### config.mk
export PLATFORM = sky130hd
export DESIGN_NAME = fpnew_result_reorder
export DESIGN_NICKNAME = d
export VERILOG_FILES = /design/src/rtl/fpnew_result_reorder.sv
export SDC_FILE = /design/constraint.sdc
export NUM_CORES = 1
export LEC_CHECK = 0
export BUFFER_PORTS_ARGS = -buffer_cell sky130_fd_sc_hd__buf_2
export CORE_MARGIN = 3
export CORE_UTILIZATION = 46
export DETAILED_ROUTE_END_ITERATION = 10
export GPL_TIMING_DRIVEN = 1
export PLACE_DENSITY_LB_ADDON = 0.25
export SETUP_SLACK_MARGIN = 0.3
export SYNTH_ARGS = -nofsm -noshare
export SYNTH_HDL_FRONTEND = slang
export SYNTH_SLANG_ARGS = --single-unit
### constraint.sdc
create_clock -name clk_i -period 8.7 [get_ports clk_i]
set_clock_uncertainty 0.2 [all_clocks]
set_input_delay 0.435 -clock clk_i [delete_from_list [all_inputs] [get_ports clk_i]]
set_output_delay 0.435 -clock clk_i [all_outputs]
set_load 0.05 [all_outputs]
### src/rtl/fpnew_result_reorder.sv
// In-order result reorder buffer: tags dispatched ops, absorbs out-of-order results, retires in issue order.
// Optional protocol checking (sticky err_o) is compiled in with FPNEW_REORDER_CHECK_EN.

package fpnew_pkg;
  typedef struct packed {
    logic nv;
    logic dz;
    logic of;
    logic uf;
    logic nx;
  } status_t;
endpackage

module fpnew_result_reorder #(
  parameter int unsigned Width   = 32,
  parameter int unsigned NumTags = 4,
  localparam int unsigned TagBits = $clog2(NumTags)
) (
  input  logic                 clk_i,
  input  logic                 rst_i,
  input  logic                 flush_i,
  input  logic                 in_valid_i,
  output logic                 in_ready_o,
  output logic [TagBits-1:0]   tag_o,
  input  logic                 res_valid_i,
  output logic                 res_ready_o,
  input  logic [TagBits-1:0]   res_tag_i,
  input  logic [Width-1:0]     res_result_i,
  input  fpnew_pkg::status_t   res_status_i,
  input  logic                 res_ext_bit_i,
  output logic                 out_valid_o,
  input  logic                 out_ready_i,
  output logic [Width-1:0]     result_o,
  output fpnew_pkg::status_t   status_o,
  output logic                 extension_bit_o,
  output logic                 busy_o,
  output logic                 err_o
);

  localparam int unsigned CntBits = TagBits + 1;

  typedef enum logic [1:0] {
    ENT_FREE,
    ENT_PENDING,
    ENT_DONE
  } entry_state_e;

  entry_state_e        state_q [NumTags];
  entry_state_e        state_d [NumTags];
  logic [Width-1:0]    result_q [NumTags];
  fpnew_pkg::status_t  status_q [NumTags];
  logic                ext_q    [NumTags];

  logic [TagBits-1:0]  alloc_ptr_q, alloc_ptr_d;
  logic [TagBits-1:0]  retire_ptr_q, retire_ptr_d;
  logic [CntBits-1:0]  count_q, count_d;

  logic accept_c, retire_c, write_ok_c;

  // Status outputs are decoded directly from registered state.
  assign in_ready_o      = (count_q < CntBits'(NumTags));
  assign tag_o           = alloc_ptr_q;
  assign res_ready_o     = 1'b1;
  assign out_valid_o     = (state_q[retire_ptr_q] == ENT_DONE);
  assign result_o        = result_q[retire_ptr_q];
  assign status_o        = status_q[retire_ptr_q];
  assign extension_bit_o = ext_q[retire_ptr_q];
  assign busy_o          = (count_q != '0);

  assign accept_c   = in_valid_i && in_ready_o;
  assign retire_c   = out_valid_o && out_ready_i;
  assign write_ok_c = res_valid_i && (state_q[res_tag_i] == ENT_PENDING);

  // Entry states never collide: alloc hits FREE, write hits PENDING, retire hits DONE.
  always_comb begin
    state_d      = state_q;
    alloc_ptr_d  = alloc_ptr_q;
    retire_ptr_d = retire_ptr_q;
    count_d      = count_q;

    if (write_ok_c) state_d[res_tag_i] = ENT_DONE;
    if (accept_c) begin
      state_d[alloc_ptr_q] = ENT_PENDING;
      alloc_ptr_d          = alloc_ptr_q + TagBits'(1);
    end
    if (retire_c) begin
      state_d[retire_ptr_q] = ENT_FREE;
      retire_ptr_d          = retire_ptr_q + TagBits'(1);
    end

    unique case ({accept_c, retire_c})
      2'b10:   count_d = count_q + CntBits'(1);
      2'b01:   count_d = count_q - CntBits'(1);
      default: count_d = count_q;
    endcase

    if (flush_i) begin
      state_d      = '{default: ENT_FREE};
      alloc_ptr_d  = '0;
      retire_ptr_d = '0;
      count_d      = '0;
    end
  end

  always_ff @(posedge clk_i) begin
    if (rst_i) begin
      state_q      <= '{default: ENT_FREE};
      alloc_ptr_q  <= '0;
      retire_ptr_q <= '0;
      count_q      <= '0;
    end else begin
      state_q      <= state_d;
      alloc_ptr_q  <= alloc_ptr_d;
      retire_ptr_q <= retire_ptr_d;
      count_q      <= count_d;
    end
  end

  // Payload storage carries no reset; it is only observed once its entry is DONE.
  always_ff @(posedge clk_i) begin
    if (write_ok_c && !flush_i && !rst_i) begin
      result_q[res_tag_i] <= res_result_i;
      status_q[res_tag_i] <= res_status_i;
      ext_q[res_tag_i]    <= res_ext_bit_i;
    end
  end

`ifdef FPNEW_REORDER_CHECK_EN
  logic               err_q;
  logic               hold_q;
  logic [Width-1:0]   hold_result_q;
  fpnew_pkg::status_t hold_status_q;
  logic               hold_ext_q;
  logic               bad_write_c, unstable_c;

  assign bad_write_c = res_valid_i && !flush_i && (state_q[res_tag_i] != ENT_PENDING);
  // A stalled head must stay valid with identical payload on the following cycle.
  assign unstable_c  = hold_q && (!out_valid_o || (result_o != hold_result_q) ||
                                  (status_o != hold_status_q) || (extension_bit_o != hold_ext_q));

  always_ff @(posedge clk_i) begin
    if (rst_i) begin
      err_q         <= 1'b0;
      hold_q        <= 1'b0;
      hold_result_q <= '0;
      hold_status_q <= '0;
      hold_ext_q    <= 1'b0;
    end else begin
      if (bad_write_c || unstable_c) err_q <= 1'b1;
      hold_q        <= out_valid_o && !out_ready_i && !flush_i;
      hold_result_q <= result_o;
      hold_status_q <= status_o;
      hold_ext_q    <= extension_bit_o;
    end
  end

  assign err_o = err_q;
`else
  assign err_o = 1'b0;
`endif

endmodule

---- Word level (Yosys, flattened, before mapping) ----
Memory sizes are Yosys's and may differ from the RTL's. A register that Yosys moved wholly into a read port is not among the register bits.
Index checks and enable logic that the tools add are counted.
word-level totals
  memory bits (writable) .................. 152
  bits in registers ....................... 15
  logic and storage cells ................. 73
  input bits .............................. 46
  memories ................................ 3
memory list
  name      words  width  rd ports  clocked after Yosys merged registers in  wr ports  line  source
  result_q  4      32     1         1                                        1         50    logic [Width-1:0] result_q [NumTags];
  status_q  4      5      1         1                                        1         51    fpnew_pkg::status_t status_q [NumTags];
  ext_q     4      1      1         1                                        1         52    logic ext_q [NumTags];
cells by class
  reduce and logical (&&, ||, !) cells .... 13
  add/subtract/negate cells ............... 4
  equality and inequality tests ........... 4
  muxes and demuxes ....................... 24
  magnitude comparators ................... 7
  bitwise logic cells ..................... 11
operator list
  cell                 count
  $mux 2               13
  $mux 8               3
  $demux 2 s2          3
  $ge 3x3->1 const B   3
  $lt 3x1->1 const B   3
  $not 2->3            3
  $and 4x4->4          2
  $and 8x8->8          1
  $bmux 2 s2           2
  $logic_and 1x1->1    8
  $not 4->4            2
  $not 8->8            1
  $or 4x4->4           2
  $pmux 3 s2           1
  $add 2x1->2 const B  2
  $eq 2x1->1 const B   2
  $eq 2x2->1 const B   2
  $add 3x1->3 const B  1
  $lt 3x3->1 const B   1
  $reduce_bool 3->1    1
  $sub 3x1->3 const B  1
  $logic_not 1->1      2
  $mux 1               2
  $reduce_bool 2->1    1
  $reduce_or 2->1      1

---- Depth between registers and ports, before layout ----
  word-level depth ........................ 12
  mapped depth ............................ 10
  depth with buffers taken out ............ 9

---- Least setup slack after synthesis ----
Ideal clock, no wire load.
  path kind ............................... input to register
  start point ............................. input port flush_i
  end point ............................... memory ext_q[2], enable pin
  stages .................................. 3
  path slack .............................. 3523 ps
  arrival ................................. 4448 ps
  path buffers ............................ 0
  path through ............................ nor2_1 > nand2_1 > nor4_1
between the ends
  longest elaborated chain between the ends .. 5
RTL lines
  element                         line  source
  from (decl)                     21    input logic flush_i,
  $logic_not 1->1                 121   if (write_ok_c && !flush_i && !rst_i) begin
  $logic_and 1x1->1 (2 in a row)  121
  $mux 1                          121
  $mux 1 (not written as such)    124   ext_q[res_tag_i] <= res_ext_bit_i;
  to (decl)                       52
Every way passes these cells.

==> impl_metrics.prom <==
# TYPE chip_impl_metric gauge
chip_impl_info{name="run_status",value="finished clean"} 1
chip_impl_info{name="grt_setup_unrepaired",value="false"} 1
chip_impl_info{name="timing.hold.worst.class",value="in -> reg"} 1
chip_impl_metric{name="dieArea",unit="µm²"} 15700
chip_impl_metric{name="placement.io_buffers",unit=""} 88
chip_impl_metric{name="post-cts-setup-buffer-count",unit=""} 0
chip_impl_metric{name="design.final.nets",unit=""} 464
chip_impl_metric{name="pin_count",unit=""} 91
chip_impl_metric{name="pin_count_of_the_biggest_net_entering_global_routing",unit=""} 39
chip_impl_metric{name="synthesized_area",unit="µm²"} 6530
chip_impl_metric{name="die_w",unit="µm"} 125
chip_impl_metric{name="place_hpwl",unit="mm"} 7.14
chip_impl_metric{name="synth-seq-area-share",unit=""} 0.751
chip_impl_metric{name="drt_pass1_iterations",unit=""} 4
chip_impl_metric{name="cts_made_buffers",unit=""} 17
chip_impl_metric{name="leakagePower",unit="nW"} 2.60
chip_impl_metric{name="ctsLongestPathBuffers",unit=""} 2
chip_impl_metric{name="power_frac_comb",unit=""} 0.022
chip_impl_info{name="ys.flop_type",value="sky130_fd_sc_hd__edfxtp_1"} 1
chip_impl_metric{name="holdBufCountCts",unit=""} 0
chip_impl_metric{name="pwr_density_cell",unit="nW/µm²"} 217
chip_impl_metric{name="slew-limit-headroom",unit=""} 0.311
chip_impl_metric{name="final_setup_violation_count",unit=""} 0
chip_impl_metric{name="seq_area",unit="µm²"} 4910
chip_impl_info{name="layout_commonest_cell",value="sky130_fd_sc_hd__edfxtp_1"} 1
chip_impl_metric{name="routedWlPerCell",unit="µm"} 19.9
chip_impl_metric{name="initial_antenna_violation_count",unit=""} 1
chip_impl_metric{name="p_seq_frac",unit=""} 0.525
chip_impl_metric{name="post-route-period-util",unit=""} 0.321
chip_impl_metric{name="p_switching",unit="µW"} 313
chip_impl_metric{name="clockPowerShare",unit=""} 0.454
chip_impl_info{name="synth_largest_area_cell",value="sky130_fd_sc_hd__edfxtp_1"} 1
chip_impl_metric{name="synthesis.yosys.warnings",unit=""} 0
chip_impl_metric{name="synth_top_area_share",unit=""} 0.699
chip_impl_info{name="cts_tree",value="yes"} 1
chip_impl_metric{name="synth_enable_flop_cells",unit=""} 152
chip_impl_metric{name="clk-insertion-delay-late",unit="ns"} 0.42
chip_impl_info{name="mostFrequentLayoutCells",value="152 x sky130_fd_sc_hd__edfxtp_1, 88 x sky130_fd_sc_hd__buf_2, 39 x sky130_fd_sc_hd__mux4_2"} 1
chip_impl_metric{name="timing.setup.tns",unit="ns"} 0
chip_impl_metric{name="grt_pass1_wl",unit="mm"} 18.8
chip_impl_metric{name="multi_input_area",unit="µm²"} 1530
chip_impl_metric{name="tightestPinTransition",unit="ns"} 1.03
chip_impl_metric{name="clkTransAtPathRegs",unit="ns"} 0.06
chip_impl_metric{name="slowest_delay",unit="ns"} 0.86
chip_impl_metric{name="antenna_cells_inserted",unit=""} 0
chip_impl_metric{name="fraction_of_layout_instances_using_a_drive_strength_above_1",unit=""} 0.392
chip_impl_metric{name="vdd_drop_max",unit="µV"} 139
chip_impl_metric{name="total_power",unit="mW"} 1.69
chip_impl_metric{name="grt_pass1_vias",unit=""} 3428
chip_impl_metric{name="worst_ep_arrival_time",unit="ns"} 2.16
chip_impl_metric{name="post_synthesis_register_bit_count",unit=""} 169
chip_impl_metric{name="via_per_inst",unit=""} 5.51
chip_impl_metric{name="post_cts_resize_count",unit=""} 0
chip_impl_metric{name="die_height",unit="µm"} 125
chip_impl_info{name="startpoint_type",value="flip-flop"} 1
chip_impl_metric{name="overall_fraction_of_global_route_tracks_in_use",unit=""} 0.158
chip_impl_metric{name="nFillCells",unit=""} 1028
chip_impl_metric{name="switching_share",unit=""} 0.186
chip_impl_info{name="cpMaxStageDelayCell",value="sky130_fd_sc_hd__dfxtp_4"} 1
chip_impl_metric{name="finalWirelength",unit="mm"} 11.9
chip_impl_metric{name="detailroute.via_count",unit=""} 3292
chip_impl_metric{name="final_hold_viol_count",unit=""} 0
chip_impl_metric{name="critical_path_required",unit="ns"} 8.07
chip_impl_metric{name="ctsHtreeMaxLevel",unit=""} 4
chip_impl_metric{name="post_synth_inst_count",unit=""} 313
chip_impl_metric{name="route.detailed.drc",unit=""} 0
chip_impl_metric{name="final_period_minus_worst_setup_slack",unit="ns"} 2.79
chip_impl_metric{name="initial_core_utilization",unit=""} 0.482
chip_impl_metric{name="areaGrowthSynthToFinish",unit="%"} 19.0
chip_impl_metric{name="max-cap-violations",unit=""} 0
chip_impl_metric{name="placeableCoreArea",unit="µm²"} 13600
chip_impl_metric{name="fmaxAchievable",unit="MHz"} 358
chip_impl_metric{name="async_reset_ff_frac",unit=""} 0
chip_impl_metric{name="placementRows",unit=""} 42
chip_impl_metric{name="cts.sink_count",unit=""} 169
chip_impl_info{name="critical_path_class",value="reg -> out"} 1
chip_impl_metric{name="internal_power",unit="mW"} 1.37
chip_impl_metric{name="drtAntennaViolNets",unit=""} 0
chip_impl_metric{name="synthesized_area_per_cell",unit="µm²"} 20.9
chip_impl_metric{name="postSynthNetCount",unit=""} 369
chip_impl_metric{name="report.final.slew_viol_count",unit=""} 0
chip_impl_info{name="crit_chain",value="mux4_2 -> buf_2"} 1
chip_impl_metric{name="gp_routability_congestion",unit=""} 0.827
chip_impl_metric{name="drtIter0Drc",unit=""} 257
chip_impl_metric{name="crit_path_max_fanout",unit=""} 38
chip_impl_info{name="critical_path.endpoint_type",value="output pin"} 1
chip_impl_info{name="clock_tree.root_cell",value="sky130_fd_sc_hd__clkbuf_16"} 1
chip_impl_metric{name="post_synth_cell_types",unit=""} 46
chip_impl_info{name="synth.top_cells.by_area",value="sky130_fd_sc_hd__edfxtp_1 70%, sky130_fd_sc_hd__mux4_2 13%, sky130_fd_sc_hd__dfxtp_1 5.2%"} 1
chip_impl_metric{name="globalRouteOverflowTotal",unit=""} 0
==> registers in the layout, summed over array words and instances, names as in the netlist, named ones only <==
| signal | cells |
|---|---|
| status_q | 20 |
| retire_ptr_q | 2 |
| result_q | 128 |
| ext_q | 4 |
| state_q | 8 |
| count_q | 3 |
| tag_o | 2 |
==> worst paths after layout <==
| check | start | endpoint | slack (ns) | cells after the start |
|---|---|---|---|---|
| setup / recovery | flip-flop | result_o[17] | 5.91 | 2 |
| hold reg to reg | count_q[1] | count_q[1] | 0.30 | 2 |
| setup reg to reg | retire_ptr_q[0] | count_q[2] | 5.95 | 9 |
| hold / removal | res_status_i[2] | status_q[3][2] | 0.03 | 1 |
==> stage by stage <==
stage          cells  hold slack [ns]  area, µm²  setup WS (ns)   util
2_1_floorplan    313            0.254       6530           3.52      -
3_3_place_gp     565            0.268       7160           6.08  0.528
3_5_place_dp     565            0.284       7160           6.00  0.528
4_1_cts          597           0.0135       7770           5.82  0.573
5_1_grt          597           0.0214       7770           5.75  0.573
6_report         597           0.0339       7770           5.91  0.573
==> metal layers <==
| metal | vias up | wire length, µm | GRT usage |
|---|---|---|---|
| met1 | 1689 | 5160 | 0.208 |
| met2 | 97 | 5880 | 0.248 |
| met5 | - | 8 | 0 |
| met4 | 2 | 184 | 0.0599 |
| met3 | 19 | 649 | 0.0537 |
| li1 | 1485 | - | - |
==> final cells by class <==
type	instances	area share
Tap cell	176	0.0283
Inverter	9	0.00435
Clock buffer	19	0.0557
Timing Repair Buffer	92	0.0605
Sequential cell	169	0.632
Multi-Input combinational cell	119	0.197
Clock inverter	13	0.0227
==> worst max-delay path: cells and delay by family, from the launching register on <==
family	cells	cell delay, ns
flip-flops	1	0.86
multiplexers	1	0.63
buffers and inverters	1	0.24
==> power by group through the flow <==
stage / Sequential (mW) / Clock, mW / Combinational (mW)
2_1_floorplan: 0.904 / 0 / 0.0151
3_3_place_gp: 0.903 / 0 / 0.0352
3_5_place_dp: 0.903 / 0 / 0.0373
4_1_cts: 0.885 / 0.783 / 0.0375
5_1_grt: 0.885 / 0.818 / 0.0411
6_report: 0.886 / 0.766 / 0.0371
==> cell families after synthesis <==
logic type | Yosys count | share of synthesized area
multiplexers | 41 | 0.138
AND/OR/NAND/NOR | 38 | 0.0368
other | 2 | 0.00115
adder cells (fa/ha/maj) | 10 | 0.0203
buffers and inverters | 25 | 0.0186
XOR/XNOR | 3 | 0.00402
flip-flops | 169 | 0.751
AO/OA/AOI/OAI | 25 | 0.0308
==> cell usage after synthesis (2+ instances only) <==
cell type                   number
sky130_fd_sc_hd__and4b_1         2
sky130_fd_sc_hd__nand4bb_1       2
sky130_fd_sc_hd__inv_1           8
sky130_fd_sc_hd__a22oi_1         4
sky130_fd_sc_hd__conb_1          2
sky130_fd_sc_hd__nor3_1          3
sky130_fd_sc_hd__mux2i_1         2
sky130_fd_sc_hd__nor2b_1         5
sky130_fd_sc_hd__nor2_1          7
sky130_fd_sc_hd__edfxtp_1      152
sky130_fd_sc_hd__o221a_1         2
sky130_fd_sc_hd__mux4_2         39
sky130_fd_sc_hd__nand3b_1        2
sky130_fd_sc_hd__o21ai_0         2
sky130_fd_sc_hd__o2bb2ai_1       3
sky130_fd_sc_hd__a311oi_1        7
sky130_fd_sc_hd__nand3_1         2
sky130_fd_sc_hd__xor2_1          2
sky130_fd_sc_hd__buf_4           4
sky130_fd_sc_hd__ha_1            9
sky130_fd_sc_hd__a21oi_1         2
sky130_fd_sc_hd__dfxtp_1        17
sky130_fd_sc_hd__buf_2           4
sky130_fd_sc_hd__nand2_1         4
sky130_fd_sc_hd__clkbuf_1        6
Power figures use the tool's default switching activity.
